==> src/rtl/key_cmd_queue_if.sv <==
// Key-command bus between the key front end / processor side and key_cmd_queue.
// master drives key and ack inputs; slave (the queue) drives the read side.
interface key_cmd_queue_if #(
  parameter int WIDTH = 32,
  parameter int DEPTH = 4
);
  logic [WIDTH-1:0]           insn_key;
  logic                       key_pressed;
  logic [WIDTH-1:0]           insn_out;
  logic                       insn_valid;
  logic                       insn_ack;
  logic [$clog2(DEPTH):0]     count;
  logic                       overflow;

  modport master (
    output insn_key, key_pressed, insn_ack,
    input  insn_out, insn_valid, count, overflow
  );

  modport slave (
    input  insn_key, key_pressed, insn_ack,
    output insn_out, insn_valid, count, overflow
  );
endinterface

==> src/rtl/key_cmd_queue.sv <==
// Captures insn_key on each key press into a show-ahead FIFO drained by valid/ack.
// Optional auto-repeat while a key is held is enabled by defining KEY_REPEAT_EN.
module key_cmd_queue #(
  parameter int DEPTH         = 4,
  parameter int WIDTH         = 32,
  parameter int REPEAT_DELAY  = 25000000,
  parameter int REPEAT_PERIOD = 5000000
) (
  input  logic            clk_in,
  input  logic            reset_SW1,
  key_cmd_queue_if.slave  kif
);
  localparam int AW = $clog2(DEPTH);
  localparam int CW = AW + 1;

  if ((DEPTH < 2) || (DEPTH > 16) || ((DEPTH & (DEPTH - 1)) != 0) ||
      (REPEAT_DELAY < 1) || (REPEAT_PERIOD < 1)) begin : g_bad_cfg
    $error("key_cmd_queue: illegal parameter combination");
  end

  logic [WIDTH-1:0] mem_q [DEPTH];
  logic [AW-1:0]    rd_ptr_q, rd_ptr_d;
  logic [AW-1:0]    wr_ptr_q, wr_ptr_d;
  logic [CW-1:0]    count_q, count_d;
  logic [WIDTH-1:0] out_q, out_d;
  logic             key_q;
  logic             overflow_q, overflow_d;
  logic             rpt_fire;
  logic             cap_req, push, pop;

`ifdef KEY_REPEAT_EN
  localparam int RMAX = (REPEAT_DELAY > REPEAT_PERIOD) ? REPEAT_DELAY : REPEAT_PERIOD;
  localparam int RW   = $clog2(RMAX + 1);

  // Counter is non-zero only after a real press; a key held through reset never repeats.
  logic [RW-1:0] rpt_cnt_q, rpt_cnt_d;
  logic          rpt_per_q, rpt_per_d;

  always_comb begin
    rpt_fire  = 1'b0;
    rpt_cnt_d = rpt_cnt_q;
    rpt_per_d = rpt_per_q;
    if (!kif.key_pressed) begin
      rpt_cnt_d = '0;
      rpt_per_d = 1'b0;
    end else if (!key_q) begin
      rpt_cnt_d = RW'(1);
      rpt_per_d = 1'b0;
    end else if (rpt_cnt_q != '0) begin
      if (rpt_cnt_q == (rpt_per_q ? RW'(REPEAT_PERIOD) : RW'(REPEAT_DELAY))) begin
        rpt_fire  = 1'b1;
        rpt_cnt_d = RW'(1);
        rpt_per_d = 1'b1;
      end else begin
        rpt_cnt_d = rpt_cnt_q + 1'b1;
      end
    end
  end

  always_ff @(posedge clk_in or posedge reset_SW1) begin
    if (reset_SW1) begin
      rpt_cnt_q <= '0;
      rpt_per_q <= 1'b0;
    end else begin
      rpt_cnt_q <= rpt_cnt_d;
      rpt_per_q <= rpt_per_d;
    end
  end
`else
  assign rpt_fire = 1'b0;
`endif

  always_comb begin
    cap_req    = (kif.key_pressed & ~key_q) | rpt_fire;
    pop        = kif.insn_ack & (count_q != '0);
    push       = cap_req & ((count_q < CW'(DEPTH)) | pop);
    overflow_d = overflow_q | (cap_req & ~push);
    rd_ptr_d   = pop  ? rd_ptr_q + 1'b1 : rd_ptr_q;
    wr_ptr_d   = push ? wr_ptr_q + 1'b1 : wr_ptr_q;
    count_d    = count_q;
    if (push && !pop) begin
      count_d = count_q + 1'b1;
    end else if (pop && !push) begin
      count_d = count_q - 1'b1;
    end
    // Head register: a word pushed into the new head slot bypasses the array.
    out_d = out_q;
    if (count_d != '0) begin
      out_d = (push && (wr_ptr_q == rd_ptr_d)) ? kif.insn_key : mem_q[rd_ptr_d];
    end
  end

  always_ff @(posedge clk_in) begin
    if (push) begin
      mem_q[wr_ptr_q] <= kif.insn_key;
    end
  end

  always_ff @(posedge clk_in or posedge reset_SW1) begin
    if (reset_SW1) begin
      rd_ptr_q   <= '0;
      wr_ptr_q   <= '0;
      count_q    <= '0;
      out_q      <= '0;
      key_q      <= 1'b1;
      overflow_q <= 1'b0;
    end else begin
      rd_ptr_q   <= rd_ptr_d;
      wr_ptr_q   <= wr_ptr_d;
      count_q    <= count_d;
      out_q      <= out_d;
      key_q      <= kif.key_pressed;
      overflow_q <= overflow_d;
    end
  end

  assign kif.insn_out   = out_q;
  assign kif.insn_valid = (count_q != '0);
  assign kif.count      = count_q;
  assign kif.overflow   = overflow_q;
endmodule

==> src/flat_wrapper.sv <==
// flat-port wrapper written by rule: the top's interface ports become plain ports
module key_cmd_queue_flat 
#(
  parameter int DEPTH         = 4,
  parameter int WIDTH         = 32,
  parameter int REPEAT_DELAY  = 25000000,
  parameter int REPEAT_PERIOD = 5000000
)
  (clk_in, reset_SW1, kif_insn_key, kif_key_pressed, kif_insn_ack, kif_insn_out, kif_insn_valid, kif_count, kif_overflow);
  key_cmd_queue_if #(.WIDTH(WIDTH), .DEPTH(DEPTH)) kif_i ();
  input  logic clk_in;
  input  logic reset_SW1;
  input wire logic [$bits(kif_i.insn_key)-1:0] kif_insn_key;
  input wire logic [$bits(kif_i.key_pressed)-1:0] kif_key_pressed;
  input wire logic [$bits(kif_i.insn_ack)-1:0] kif_insn_ack;
  output wire logic [$bits(kif_i.insn_out)-1:0] kif_insn_out;
  output wire logic [$bits(kif_i.insn_valid)-1:0] kif_insn_valid;
  output wire logic [$bits(kif_i.count)-1:0] kif_count;
  output wire logic [$bits(kif_i.overflow)-1:0] kif_overflow;
  assign kif_i.insn_key = kif_insn_key;
  assign kif_i.key_pressed = kif_key_pressed;
  assign kif_i.insn_ack = kif_insn_ack;
  assign kif_insn_out = kif_i.insn_out;
  assign kif_insn_valid = kif_i.insn_valid;
  assign kif_count = kif_i.count;
  assign kif_overflow = kif_i.overflow;
  key_cmd_queue #(.DEPTH(DEPTH), .WIDTH(WIDTH), .REPEAT_DELAY(REPEAT_DELAY), .REPEAT_PERIOD(REPEAT_PERIOD)) u_core (.clk_in(clk_in), .reset_SW1(reset_SW1), .kif(kif_i));
endmodule
==> config.mk <==
export PLATFORM = sky130hd
export DESIGN_NAME = key_cmd_queue_flat
export DESIGN_NICKNAME = d
export VERILOG_FILES = /design/src/rtl/key_cmd_queue_if.sv /design/src/rtl/key_cmd_queue.sv /design/src/flat_wrapper.sv
export SDC_FILE = /design/constraint.sdc
export NUM_CORES = 1
export LEC_CHECK = 0
export CORE_AREA = 2 2 146 148
export DETAILED_ROUTE_END_ITERATION = 6
export DIE_AREA = 0 0 148 150
export PLACE_DENSITY = 0.64
export SYNTH_ARGS = -nofsm -noshare
export SYNTH_HDL_FRONTEND = slang
export SYNTH_SLANG_ARGS = --single-unit
==> constraint.sdc <==
create_clock -name clk_in -period 2.52 [get_ports clk_in]
set_input_delay 0.378 -clock clk_in [delete_from_list [all_inputs] [get_ports clk_in]]
set_output_delay 0.378 -clock clk_in [all_outputs]
set_load 0.005 [all_outputs]
==> results by group <==
Status
  • Outcome: finished clean

Clocking
  • Clk root buf: clkbuf_16
  • Clock latency on the worst-skew pair: roughly 0.43 ns
  • Clock H-tree levels: 4
  • Cts hold-fix bufs: 0
  • CTS Sinks: ~170
  • Clock transition at the registers of the reported paths: ~0.06 ns
  • Post-CTS sizing: 0
  • Postcts setup bufs: 0
  • CTS tree: done
  • Clk buf depth: 2
  • CTS Buf Count: 17

Synth
  • EDFF count, synth: 128
  • Synth Area per Inst: approximately 12 um^2
  • Synth Area in Simple Gates: about an eighth
  • Asr flop ratio synth: between 20% and 30%
  • Synth unique cells: 48
  • Primary FF master, synth: edfxtp_1
  • Yosys warning count: 0
  • Post-synth top area share: 49.6%
  • Synthesized cell area: a little under 8000 um^2
  • Sequential share of the synthesized area: roughly 63%
  • Synth Area in Compound Gates: a little under a fifth
  • Largest family of logic cells by synthesized area: compound AO/OA/AOI/OAI gates
  • Post-Synth XOR/XNOR Area: less than 1%
  • Cells after Synth: approximately 630
  • Post-Synth Adder-Cell Area: 1.13%
  • Mux cell area share after synthesis: less than 1%
  • Cell accounting for the most synthesized area: edfxtp_1
  • Syn Nets: 677
  • Main area contributors after synthesis: edfxtp_1 50%, dfrtp_1 13%, and3_1 5.3%, o21ai_1 4.1%, a31o_2 3.6%
  • #FFs+latches synth: ~170

STA
  • Max-slew headroom: between 60 and 70%
  • Slew @ Worst Pin: 0.547 ns
  • RSZ-0062 raised after global routing: no
  • Final hold vios: 0
  • Fin crit share: 96.8%
  • Period minus WS final: 2.44 ns
  • Clock Skew: between 0.008 and 0.009 ns
  • Final setup viols: 0
  • Slew Viols, Final: 0
  • Fmax: about 400 MHz

GRT
  • First-pass GRT wire length: 33,100 um
  • Largest net degree at the start of global routing: approximately 50
  • Number of global-route vias before repair: roughly 6,000
  • Gr usage total: 19.6%
  • Initial antenna violation count: 0
  • Gr ovfl total: 0

Die
  • Die Wd: around 150 um
  • Row cnt: between 50 and 60
  • Placeable Area: slightly above 20,000 um^2
  • Die H: around 150 um
  • Die footprint: approximately 22,000 um^2
  • Top Ports: 73
  • Initial Utilization: 37.5%

Route
  • DRT Wirelength: approximately 21,000 um
  • # DRC: 0
  • DR pass1 iterations: 6
  • Vias post-DR: 5,740
  • Antenna Nets Post-Route: 0
  • Vias per inst: about 5.8
  • 1st-iter DRT viols: 514
  • Post-DR wirelength/cell: 21.3 um

Worst setup path
  • Worst Path Arrival: roughly 2.8 ns
  • Setup CP Type: flip-flop to flip-flop
  • Critical Path RT: 2.83 ns
  • R2R Path Start: u_core.kif.count[0]
  • Reg2Reg Setup Slack: approximately 0.08 ns
  • Startpoint types: flip-flop
  • R2R depth: 10
  • Reg2reg end: u_core.kif.insn_out[3]
  • Critical Path Sink Type: flip-flop
  • Worst Path Max Fanout: 39

Pwr
  • Worst VDD drop: about 0.73 mV
  • PD cells: around 1100 nW/um^2
  • Lkg Pwr: about 3.5 nW

Final layout
  • Cell area after layout: 9650 um^2
  • Nets: about 750
  • Synthesis-to-finish area growth: 24.4%
  • Commonest non-fill, non-tap cell in the layout: edfxtp_1
  • Post-route insts no fill: between 900 and 1,000
  • Commonest non-fill, non-tap cells in the layout: 128 x edfxtp_1, 72 x clkdlybuf4s50_1, 65 x nand2_1
  • Ant. Diodes: 0
  • Layout cells sized above 1: 16.9%

Placed design
  • Inst Count DP: slightly below 1,000
  • GPL Wtd Cong: a little over 0.8
  • PortBufs: 72
  • DP Area: between 9000 and 10,000 um^2
  • Hpwl dp: between 10,000 and 15,000 um

Job
  • Max Cap Viol: 0

Min path
  • Tightest Hold Check Type: primary input to asynchronous set/reset pin
worst max path at each step:
| stage | end | from | depth (start not counted) |
|---|---|---|---|
| after floorplan | u_core.kif.insn_out[0] | u_core.kif.count[0] | 9 |
| final | u_core.kif.insn_out[3] | u_core.kif.count[0] | 10 |
| after global routing | u_core.kif.insn_out[21] | u_core.kif.count[1] | 9 |
| after global placement | u_core.kif.insn_out[2] | kif_insn_ack | 8 |
| after detailed placement | u_core.kif.insn_out[21] | kif_insn_ack | 8 |
| after CTS | u_core.kif.insn_out[1] | u_core.kif.count[0] | 10 |
state kept, by name (all words and copies together), names as in the netlist:
| register | count |
|---|---|
| u_core.wr_ptr_q | 2 |
| u_core.rd_ptr_q | 2 |
| u_core.mem_q | 128 |
| u_core.kif.count | 3 |
| u_core.key_q | 1 |
| u_core.kif.overflow | 1 |
| u_core.kif.insn_out | 32 |
cells in the mapped netlist (all sizes together), types with 6 or more instances:
cell,n
edfxtp,128
and3,66
nand2,66
o21ai,65
clkbuf,44
dfrtp,40
nor3,33
a31o,32
o21a,32
a2111oi,31
a211oi,31
buf,12
inv,10
ha,7
nor2,6
critical path, cell delays in order (launching register included):
cell       delay (ns)
dfrtp_1          0.34
inv_1            0.06
ha_1             0.22
nor2b_4          0.17
inv_2            0.10
nand2_2          0.09
buf_4            0.26
and3_1           0.25
a2111oi_0        0.50
o21a_1           0.22
o21ai_1          0.08
cell families (layout without fill, tap and decap cells):
| group | count (synthesis) | after routing |
|---|---|---|
| buffers and inverters | 66 | 154 |
| xor gates and xnor gates | 5 | 5 |
| and+or+nand+nor | 183 | 183 |
| DFF | 169 | 169 |
| AOI/OAI and AO/OA | 201 | 201 |
| muxes | 3 | 3 |
| adders and majority gates | 7 | 7 |
metal layers:
metal | vias to the layer above | global-route usage (%) | wire length (um)
li1 | 2596 | - | -
met1 | 2867 | 24.7 | 8850
met2 | 234 | 32.9 | 10500
met3 | 43 | 3.99 | 1340
met4 | 0 | 8.90 | 473
met5 | - | 0 | 0
metrics by stage:
| stage | util, % | total power [W] | TNS (ns) | hold slack [ns] | setup WS, ns |
|---|---|---|---|---|---|
| 2_1_floorplan | - | 0.00641 | 0 | 0.382 | 0.311 |
| 3_3_place_gp | 43.9 | 0.00823 | 0 | 0.479 | 0.0621 |
| 3_5_place_dp | 43.9 | 0.00835 | -0.0154 | 0.479 | -0.0127 |
| 4_1_cts | 46.6 | 0.0109 | 0 | 0.295 | 0.0980 |
| 5_1_grt | 46.6 | 0.0115 | 0 | 0.333 | 0.00849 |
| 6_report | 46.6 | 0.0108 | 0 | 0.281 | 0.0796 |
final cells by class:
type                       count  area, um^2
sequential                   169        4870
fill                        1837       11000
tap                          275         344
clock buffer                  21         450
timing repair buffer         112        1200
multi-input combinational    399        2630
clock inverter                11         114
inverter                      10        37.5
report_power, final:
part	leakage, nW	internal, W	switching (W)
registers	1.63	0.00352	0.000274
clock network	0.271	0.00140	0.00111
logic	1.62	0.00209	0.00241
No activity file was read; power rests on OpenSTA's default activity.
==> variant: new RTL, config.mk and constraints unchanged <==
`WIDTH` is set to 32 in 3 places; all go to 16.
--- a/src/rtl/key_cmd_queue_if.sv
+++ b/src/rtl/key_cmd_queue_if.sv
@@ -3,3 +3,3 @@
 interface key_cmd_queue_if #(
-  parameter int WIDTH = 32,
+  parameter int WIDTH = 16,
   parameter int DEPTH = 4
--- a/src/rtl/key_cmd_queue.sv
+++ b/src/rtl/key_cmd_queue.sv
@@ -4,3 +4,3 @@
   parameter int DEPTH         = 4,
-  parameter int WIDTH         = 32,
+  parameter int WIDTH         = 16,
   parameter int REPEAT_DELAY  = 25000000,
--- a/src/flat_wrapper.sv
+++ b/src/flat_wrapper.sv
@@ -4,3 +4,3 @@
   parameter int DEPTH         = 4,
-  parameter int WIDTH         = 32,
+  parameter int WIDTH         = 16,
   parameter int REPEAT_DELAY  = 25000000,
Interface: changed (resized kif_insn_key and kif_insn_out); port bits go from 73 to 41. The function was not compared with the original's and may differ.
==> variant against the unedited design <==
- clock power is 38% lower
- power decreased by 41%
- routed wire length down 51%
- global-route usage decreased by 10 points
- worst setup slack better by 0.0063 ns
- final area decreased by 38%
- sequential share of layout area fell by 8.0 points
- clock skew hardly changed
- critical path type unchanged
- final cell count shrank 33%
- synthesized area decreased by 41%
- via count shrank 52%
- sequential cell count shrank 80
- sequential power is 44% lower
==> variant: results (changes against the unedited design) <==
| Metric | Value |
|---|---|
| Pre-Repair DR Iteration Count | 4 (-2) |
| Top cells by count, synth | mux2i_1 (92), edfxtp_1 (64), mux2_2 (48) |
| P_int | 4.46 mW (-37%) |
| Worst vdd ir | 0.517 mV (-29%) |
| Worst Max-Slew Pin Slew | 0.701 ns (+0.154 ns) |
| GPL Wtd Cong | 0.735 (-10%) |
| Final std cells w/o fill | 665 (-33%) |
| Cts bufs inserted | 9 (-8) |
| Synth Flop Type | edfxtp_1 |
| Post-synth EDFFs | 64 (-50%) |
| RR Startpoint | u_core.kif.count[1]$_DFF_PP0_ |
| CP max stage cell | dfrtp_1 |
| Sequential share of the synthesized area | 0.556 (-0.0723) |
| ANT cells | 0 (unchanged) |
| Final nets | 412 (-45%) |
| Biggest register | u_core.mem_q |
| Flip-flop count of the largest register after layout | 64 (-50%) |
| Initial DRC count | 74 (-86%) |
| Pleak | 2.36 nW (-33%) |
| First-pass GRT wire length | 15.4 mm (-53%) |
| Clock network power | 1.56 mW (-38%) |
| R2R depth | 9 (-1) |
| Synthesized net count | 335 (-51%) |
| Largest net degree at the start of global routing | 26 (-49%) |
| Clk_lat worst skew | 0.34 ns (-0.09 ns) |
| Hpwl dp | 7.18 mm (-43%) |
| IO Port Bufs | 40 (-44%) |
| Avg WL per Cell | 15.5 µm (-27%) |
| DR vias | 2782 (-52%) |
| CP arrival | 2.66 ns (-0.09 ns) |
| Initial antenna violation count | 0 (unchanged) |
| Outcome | finished clean |
| Dpl cells | 645 (-33%) |
| Fillers | 2095 (+14%) |
| Post-CTS Resized | 0 (unchanged) |
| Critical-path maximum fanout | 8 (-79%) |
| Worst setup endpoint | u_core.kif.insn_out[0]$_DFFE_PP0P_ |
| Cell Area, Placed | 0.00559 mm² (-38%) |
| Synth async-reset ratio | 0.281 (+0.0383) |
| Combinational power | 2.71 mW (-40%) |
| Clock Tree Buf Depth | 2 (unchanged) |
| Total track usage | 0.0930 (-0.103) |
| Syn Area/Cell | 14.9 µm² (+22%) |
| Top post-synthesis cells by area | edfxtp_1 (42%), mux2i_1 (20%), dfrtp_1 (13%) |
| Overall Power | 6.39 mW (-41%) |
| Vias in the first global route | 2932 (-51%) |
| H-tree levels | 3 (-1) |
| Setup Skew | 0.00821 ns (-0.000161 ns) |
| CP delay by family, top | multiplexers |
| Ys Warns | 0 (unchanged) |
| Share of layout cells above drive strength 1 | 0.305 (+0.136) |
| CP peak stage delay | 0.39 ns (-0.11 ns) |
| Yosys cell types | 36 (-25%) |
[variant: cell count changes in the layout (fill, tap and decap cells not counted), moves of 28 or more]
cell,before,now
o21ai_1,64,0
o21a_1,32,0
mux2i_1,0,92
mux2_2,1,48
edfxtp_1,128,64
a31o_2,32,0
clkdlybuf4s50_1,72,40
a211oi_1,31,1
a2111oi_0,31,0
and3_1,62,4
nand2_1,65,5
nor3_1,33,5
[variant: final cells by class]
type | count | area share
inverter | 7 | 0.00438
timing repair buffer | 81 | 0.134
clock inverter | 7 | 0.0206
clock buffer | 9 | 0.0375
multi-input combinational | 197 | 0.321
tap | 275 | 0.0573
sequential | 89 | 0.425
[variant: cell families after synthesis]
family          after synthesis  share of synthesized area
compound gates               15                     0.0259
xor+xnor                      5                     0.0112
fa+ha+maj                     7                     0.0191
buf+inv                      22                     0.0273
flops                        89                      0.556
mux                         141                      0.324
simple gates                 29                     0.0371
[variant: metal layers]
metal,vias to the layer above,wire [µm],GRT usage
li1,1321,-,-
met1,1411,4350,0.103
met2,38,5600,0.172
met3,12,175,0.0134
met4,0,195,0.0476
met5,-,0,0
[variant: through the flow]
stage / hold slack [ns] / setup slack (ns) / util
after CTS: 0.474 / 0.0168 / 0.287
after floorplan: 0.382 / 0.0726 / -
after global routing: 0.511 / 0.0205 / 0.290
final: 0.446 / 0.0860 / 0.290
after detailed placement: 0.477 / -0.198 / 0.270
after global placement: 0.449 / -0.132 / 0.270
[variant: worst reg2reg max path: cells and delay by family, from the launching register on]
| kind | cells | cell delay, ns |
|---|---|---|
| buf+inv | 2 | 0.32 |
| flops | 1 | 0.39 |
| simple gates | 3 | 0.60 |
| compound gates | 1 | 0.24 |
| fa+ha+maj | 1 | 0.15 |
| mux | 2 | 0.61 |
